--- config.mk ---
export PLATFORM = sky130hd
export DESIGN_NAME = spi_rx_fifo
export DESIGN_NICKNAME = d
export VERILOG_FILES = /design/src/rtl/spi_rx_fifo.sv
export SDC_FILE = /design/constraint.sdc
export NUM_CORES = 1
export LEC_CHECK = 0
export CORE_ASPECT_RATIO = 0.6
export CORE_MARGIN = 5
export CORE_UTILIZATION = 54
export DETAILED_ROUTE_END_ITERATION = 8
export GPL_TIMING_DRIVEN = 0
export PLACE_DENSITY = 0.78
export SETUP_SLACK_MARGIN = 0.05
export SLEW_MARGIN = 30
export SYNTH_ARGS = -nofsm -noshare
export SYNTH_HDL_FRONTEND = slang
export SYNTH_SLANG_ARGS = --single-unit
--- constraint.sdc ---
create_clock -name clk -period 3.5 [get_ports clk]
set_input_delay 1.05 -clock clk [delete_from_list [all_inputs] [get_ports clk]]
set_output_delay 1.05 -clock clk [all_outputs]
set_load 0.02 [all_outputs]
--- src/rtl/spi_rx_fifo.sv ---
// SPI slave receiver: oversamples an asynchronous SPI master with clk, assembles
// MSB-first words and queues them in a first-word-fall-through FIFO.
module spi_rx_fifo #(
    parameter int DATA_W = 16,
    parameter int DEPTH  = 8
) (
    input  logic                     clk,
    input  logic                     rst,
    input  logic                     sclk_i,
    input  logic                     mosi_i,
    input  logic                     done_i,
    input  logic                     rd_en_i,
    output logic [DATA_W-1:0]        rd_data_o,
    output logic                     empty_o,
    output logic                     full_o,
    output logic [$clog2(DEPTH):0]   count_o,
    output logic                     frame_err_o,
    output logic                     overflow_o
);

    localparam int AW   = $clog2(DEPTH);
    localparam int CNTW = AW + 1;
    localparam int CW   = $clog2(DATA_W + 1);

    localparam logic [CW-1:0]   LAST_BIT  = CW'(DATA_W);
    localparam logic [CW-1:0]   FIRST_BIT = CW'(1);
    localparam logic [CNTW-1:0] FULL_CNT  = CNTW'(DEPTH);

    typedef enum logic [1:0] {
        IDLE,
        SHIFT,
        COMMIT
    } state_t;

    logic sclk_meta_q, sclk_sync_q, sclk_dly_q;
    logic mosi_meta_q, mosi_sync_q;
    logic done_meta_q, done_sync_q, done_dly_q;

    always_ff @(posedge clk) begin
        if (rst) begin
            sclk_meta_q <= 1'b0;
            sclk_sync_q <= 1'b0;
            sclk_dly_q  <= 1'b0;
            mosi_meta_q <= 1'b0;
            mosi_sync_q <= 1'b0;
            done_meta_q <= 1'b0;
            done_sync_q <= 1'b0;
            done_dly_q  <= 1'b0;
        end else begin
            sclk_meta_q <= sclk_i;
            sclk_sync_q <= sclk_meta_q;
            sclk_dly_q  <= sclk_sync_q;
            mosi_meta_q <= mosi_i;
            mosi_sync_q <= mosi_meta_q;
            done_meta_q <= done_i;
            done_sync_q <= done_meta_q;
            done_dly_q  <= done_sync_q;
        end
    end

    logic sclk_rise;
    logic done_rise;

    assign sclk_rise = sclk_sync_q & ~sclk_dly_q;
    assign done_rise = done_sync_q & ~done_dly_q;

    state_t              state_q, state_d;
    logic [CW-1:0]       bit_cnt_q, bit_cnt_d;
    logic [DATA_W-1:0]   shift_q, shift_d;
    logic                push_q, push_d;
    logic [DATA_W-1:0]   push_data_q, push_data_d;
    logic                frame_err_q, frame_err_d;

    // COMMIT hands the word to a registered push strobe and, if an sclk edge
    // lands in the same cycle, starts the next word with that bit.
    always_comb begin
        state_d     = state_q;
        bit_cnt_d   = bit_cnt_q;
        shift_d     = shift_q;
        push_d      = 1'b0;
        push_data_d = push_data_q;
        frame_err_d = 1'b0;
        case (state_q)
            IDLE: begin
                if (sclk_rise) begin
                    shift_d   = {{(DATA_W-1){1'b0}}, mosi_sync_q};
                    bit_cnt_d = FIRST_BIT;
                    state_d   = (FIRST_BIT == LAST_BIT) ? COMMIT : SHIFT;
                end
            end
            SHIFT: begin
                if (done_rise) begin
                    shift_d     = '0;
                    bit_cnt_d   = '0;
                    frame_err_d = 1'b1;
                    state_d     = IDLE;
                end else if (sclk_rise) begin
                    shift_d   = {shift_q[DATA_W-2:0], mosi_sync_q};
                    bit_cnt_d = bit_cnt_q + CW'(1);
                    if (bit_cnt_d == LAST_BIT) begin
                        state_d = COMMIT;
                    end
                end
            end
            COMMIT: begin
                push_d      = 1'b1;
                push_data_d = shift_q;
                if (sclk_rise) begin
                    shift_d   = {{(DATA_W-1){1'b0}}, mosi_sync_q};
                    bit_cnt_d = FIRST_BIT;
                    state_d   = (FIRST_BIT == LAST_BIT) ? COMMIT : SHIFT;
                end else begin
                    bit_cnt_d = '0;
                    state_d   = IDLE;
                end
            end
            default: begin
                shift_d   = '0;
                bit_cnt_d = '0;
                state_d   = IDLE;
            end
        endcase
    end

    always_ff @(posedge clk) begin
        if (rst) begin
            state_q     <= IDLE;
            bit_cnt_q   <= '0;
            shift_q     <= '0;
            push_q      <= 1'b0;
            push_data_q <= '0;
            frame_err_q <= 1'b0;
        end else begin
            state_q     <= state_d;
            bit_cnt_q   <= bit_cnt_d;
            shift_q     <= shift_d;
            push_q      <= push_d;
            push_data_q <= push_data_d;
            frame_err_q <= frame_err_d;
        end
    end

    logic [DATA_W-1:0] mem_q [DEPTH];
    logic [AW-1:0]     wr_ptr_q, wr_ptr_d;
    logic [AW-1:0]     rd_ptr_q, rd_ptr_d;
    logic [CNTW-1:0]   count_q, count_d;
    logic              overflow_q, overflow_d;
    logic              fifo_empty, fifo_full;
    logic              do_pop, do_write;

    assign fifo_empty = (count_q == '0);
    assign fifo_full  = (count_q == FULL_CNT);

    // A push into a full FIFO still lands when the same cycle pops the head.
    always_comb begin
        do_pop     = rd_en_i & ~fifo_empty;
        do_write   = push_q & (~fifo_full | do_pop);
        wr_ptr_d   = wr_ptr_q;
        rd_ptr_d   = rd_ptr_q;
        count_d    = count_q;
        overflow_d = overflow_q | (push_q & fifo_full & ~do_pop);
        if (do_write) begin
            wr_ptr_d = wr_ptr_q + AW'(1);
        end
        if (do_pop) begin
            rd_ptr_d = rd_ptr_q + AW'(1);
        end
        case ({do_write, do_pop})
            2'b10:   count_d = count_q + CNTW'(1);
            2'b01:   count_d = count_q - CNTW'(1);
            default: count_d = count_q;
        endcase
    end

    always_ff @(posedge clk) begin
        if (rst) begin
            wr_ptr_q   <= '0;
            rd_ptr_q   <= '0;
            count_q    <= '0;
            overflow_q <= 1'b0;
        end else begin
            wr_ptr_q   <= wr_ptr_d;
            rd_ptr_q   <= rd_ptr_d;
            count_q    <= count_d;
            overflow_q <= overflow_d;
        end
    end

    always_ff @(posedge clk) begin
        if (do_write) begin
            mem_q[wr_ptr_q] <= push_data_q;
        end
    end

    assign rd_data_o   = fifo_empty ? '0 : mem_q[rd_ptr_q];
    assign empty_o     = fifo_empty;
    assign full_o      = fifo_full;
    assign count_o     = count_q;
    assign frame_err_o = frame_err_q;
    assign overflow_o  = overflow_q;

    a_not_full_and_empty : assert property (@(posedge clk) disable iff (rst)
        !(fifo_full && fifo_empty));
    a_count_in_range : assert property (@(posedge clk) disable iff (rst)
        count_q <= FULL_CNT);

endmodule

Word-level counts from Yosys, hierarchy flattened
Memories as Yosys holds them, arrays and structs flattened. A register that Yosys moved wholly into a read port is not among the register bits.
Index checks and enable logic that the tools add are counted.
- add/sub/neg operators: 5
- equal/unequal tests: 10
- mux-type cells: 23
- bitwise logic cells: 14
- reduce and logical (&&, ||, !) cells: 8
- operators by type and width (kind ; number):
    16-bit two-way mux ; 4
    16-bit case mux with 2 select lines ; 1
    5-bit two-way mux ; 3
    5-bit case mux with 3 select lines ; 1
    2-bit two-way mux ; 4
    4-bit case mux with 2 select lines ; 1
    3-bit by 1-bit adder with 3-bit output, second input constant ; 2
    1-bit AND ; 6
    1-bit two-way mux ; 6
    3-bit two-way mux ; 2
    3-bit inequality test, second input constant ; 2
    1-bit inverter ; 6
    2-bit case mux with 3 select lines ; 1
    5-bit by 1-bit adder with 5-bit output, second input constant ; 1
    5-bit == test, second input constant ; 1
    4-bit by 1-bit adder with 4-bit output, second input constant ; 1
    2-bit by 1-bit == test with 1-bit output, second input constant ; 2
    2-bit == test, second input constant ; 2
    4-bit == test, second input constant ; 1
    4-bit zero test ; 1
    2-bit AND reduction ; 2
    2-bit OR reduction ; 2
    4-bit by 1-bit subtractor with 4-bit output, second input constant ; 1
    3-bit AND reduction ; 1
    other kinds (5) ; 6
- flip-flop bits (word level): 60
- memory bits (writable): 128
- bits of input ports: 6
- output and inout bits: 24
- logic and storage cells: 79
- memories: 1
- memories (memory ; words ; bits a word ; rd ports ; clocked after memory_dff ; write ports ; line ; text):
    mem_q ; 8 ; 16 ; 1 ; 1 ; 1 ; 143 ; logic [DATA_W-1:0] mem_q [DEPTH];

Logic depth before layout (Yosys ltp)
- depth in word-level cells: 7
- gate-level depth with buffers: 10
- gate-level depth less buffers: 8

Worst setup path after synthesis
OpenSTA, ideal clock, no wires.
- path kind: input-to-reg
- from: input port rd_en_i
- to: memory mem_q[0][0] (enable)
- setup time: 0.430 ns
- arrival time: 3.040 ns
- required time: 3.070 ns
- setup slack: 0.030 ns
- cell stages on the path: 3
- path buffers: 1
- path through: clkbuf_1 -> o21ai_2 -> nor4_1
- longest elaborated chain between the ends: 5
- RTL lines (item ; line ; text):
    start, declared ; 12 ; input logic rd_en_i,
    1-bit AND ; 156 ; do_pop = rd_en_i & ~fifo_empty;
    1-bit bitwise OR ; 157 ; do_write = push_q & (~fifo_full | do_pop);
    1-bit AND ; 157 ;
    1-bit two-way mux ; 190 ; if (do_write) begin
    1-bit two-way mux (not written as such) ; 191 ; mem_q[wr_ptr_q] <= push_data_q;
    end, declared ; 143 ;
Every way passes these cells.

==> flow_summary.json <==
{
  "min_to": "sclk_sync_q",
  "wl_per_cell_um": 20.6,
  "min_path_type": "reg -> reg",
  "dieArea_um2": 16000,
  "synthTopCellsByArea": "edfxtp_1 (53%), dfxtp_1 (17%), mux4_2 (9.9%)",
  "path_max_fanout": 10,
  "core_um2": 13000,
  "portBuffers": 27,
  "hold_viol": 0,
  "path_class": "reg -> out",
  "wl_met3_um": 914,
  "relSlewSlack_pct": 51.4,
  "synth_ff_type": "edfxtp_1",
  "wl_mm": 14.9,
  "grt_pass1_vias": 4148,
  "status": "complete, no violations",
  "synth_edf_count": 128,
  "start_util_pct": 55.9,
  "yosysTopAreaCellShare_pct": 52.8,
  "syn_area_per_cell_um2": 15.1,
  "reg2reg_to": "mem_q[4][11]",
  "max_freq_mhz": 298,
  "htree_num_levels": 4,
  "synth_commonest_cells": "edfxtp_1 (128), dfxtp_1 (63), nand2_1 (51), nor2_1 (51), mux4_2 (32)",
  "grt_pass1_wl_mm": 23.7,
  "synthesis.area_um2": 7280,
  "cts_setup_buffers": 0,
  "fin_crit_sh_pct": 95.8,
  "finalPower_mw": 5.46,
  "hold_depth": 1,
  "syn_to_final_growth_pct": 17.8,
  "start_kind": "flip-flop",
  "cp_data_required_time_ps": 2450,
  "drc": 0,
  "finalSetupViolations": 0,
  "synth_cell_types": 36,
  "cap_violations": 0,
  "irDropWorstVdd_uv": 406,
  "clk_latency_ps": 430,
  "synth_warnings": 0,
  "drive_above_1_share_pct": 19.5,
  "finalMaxSlewViolations": 0,
  "layout.nets": 551,
  "synth.net_count": 494,
  "arrival_ps": 2300,
  "setup_slack_ps": 147,
  "power_density_nw_per_um2": 637,
  "vias": 4227,
  "overflow": 0,
  "boundaryPins": 30,
  "ys_ff_latch": 191,
  "rows": 32,
  "cts_buffers": 17,
  "grt_max_degree": 18,
  "ant_nets": 0,
  "clockBufferDepth": 2,
  "rsz0062_at_grt": "false",
  "cts_sinks": 191,
  "async_flop_share_pct": 0,
  "dr.max_layer_used": "met4",
  "wl_met1_mm": 6.64,
  "wl_met2_mm": 7.23,
  "cts_tree": "yes",
  "diodes": 0,
  "hold_start": "sclk_meta_q",
  "p_leak_nw": 2.95,
  "cts_root_buffer": "clkbuf_16",
  "die_y_um": 99.9,
  "crit_path_end_kind": "primary output",
  "rr_worst_depth": 5,
  "gp_congestion": 0.770,
  "place_hpwl_mm": 10.0,
  "fin_skew_ps": 12.1,
  "r2r-start": "count_o[0]",
  "synthCells": 483,
  "finalCriticalPeriod_ps": 3350,
  "vias_per_cell": 5.85,
  "worst_pin_slew_ps": 726,
  "yosysMostFrequentCell": "edfxtp_1",
  "dr.pass1.iters": 5,
  "grt_usage_pct": 19.7,
  "drt_iter0_markers": 321,
  "dp_slack_ps": 100,
  "clk_pin_slew_ps": 70,
  "synth_top_area_cell": "edfxtp_1",
  "antenna_found_initial": 0,
  "seq_area_frac_synth_pct": 70.1,
  "die_w_um": 160,
  "rrSetupSlack_ps": 1280
}
==> power breakdown <==
group | switching, mW | total, mW | internal [mW] | leakage [nW]
clock network | 0.848 | 1.92 | 1.07 | 0.284
logic | 0.548 | 1.08 | 0.532 | 0.969
registers | 0.0519 | 2.46 | 2.41 | 1.70
total | 1.45 | 5.46 | 4.01 | 2.95
==> worst max-delay path by stage <==
stage                     startpoint            to  slack, ps  cells past startpoint
after global placement       rd_en_i  mem_q[4][12]       -650                      4
after detailed placement   flip-flop  rd_data_o[3]        100                      6
after floorplan              rd_en_i   mem_q[4][0]        340                      4
after CTS                  flip-flop  rd_data_o[3]         20                      5
after global routing       flip-flop  rd_data_o[6]         50                      5
final                      flip-flop  rd_data_o[2]        150                      5
==> layer usage <==
layer	vias up	GRT usage, %
met5	-	0
met4	0	5.22
met3	12	4.51
met2	147	31.3
met1	2141	28.0
li1	1927	-
==> stage by stage <==
stage	std cells	util (%)	setup TNS, ps	hold slack, ps	area (µm²)
2_1_floorplan	483	-	0	414	7280
5_1_grt	723	65.9	0	469	8570
6_report	723	65.9	0	441	8570
3_5_place_dp	692	60.8	0	424	7920
3_3_place_gp	680	59.7	-39650	419	7770
4_1_cts	723	65.7	0	438	8540
==> registers in the layout, summed over array words and instances, names as in the netlist, 2 cells and up, named ones only <==
name / count
shift_q: 16
rd_ptr_q: 3
mem_q: 128
state_q: 2
count_o: 4
bit_cnt_q: 5
push_data_q: 16
wr_ptr_q: 3
==> logic make-up after synthesis <==
logic type	share of synthesized area [%]
buf+inv	1.84
flops	70.1
xor+xnor	0.842
simple gates	8.77
fa+ha+maj	0.860
mux	12.5
compound gates	5.04
==> worst max-delay path, stage by stage (launching register included) <==
cell and delay (ps):
dfxtp_4 420, buf_8 200, mux4_2 530, mux2i_1 140
nor2_1 50, clkdlybuf4s50_1 530
==> layout make-up <==
cell class              count  area, µm²
multi-input cells         262       2090
fillers                   867       4440
plain buffers              26        159
clock inverters            14        159
flip-flops and latches    191       5110
repair buffers             39        400
well taps                 170        213
clock buffers              18        429
inverters                   3       11.3
==> cell usage in the layout (no fill, tap or decap), types with 5 or more instances in the layout <==
master | Yosys | layout
a22oi_1 | 16 | 16
dfxtp_1 | 63 | 62
buf_4 | 3 | 13
mux4_2 | 32 | 32
buf_2 | 8 | 7
edfxtp_1 | 128 | 128
buf_8 | 0 | 6
nor2b_1 | 13 | 13
mux2i_1 | 19 | 18
xor2_1 | 5 | 5
nor2_1 | 51 | 48
clkbuf_1 | 13 | 12
nand3_1 | 5 | 5
clkbuf_16 | 0 | 17
a21oi_1 | 24 | 24
clkdlybuf4s50_1 | 0 | 17
nand2_1 | 51 | 51
dlymetal6s2s_1 | 0 | 8
ha_1 | 5 | 5
==> timing repair <==
action / 4_1_cts / 5_1_grt
endpoints found under the setup margin: 17 / 11
pin swaps: 0 / 0
resized for setup: 19 / 11
hold buffers: 0 / 0
Power figures use the tool's default switching activity.
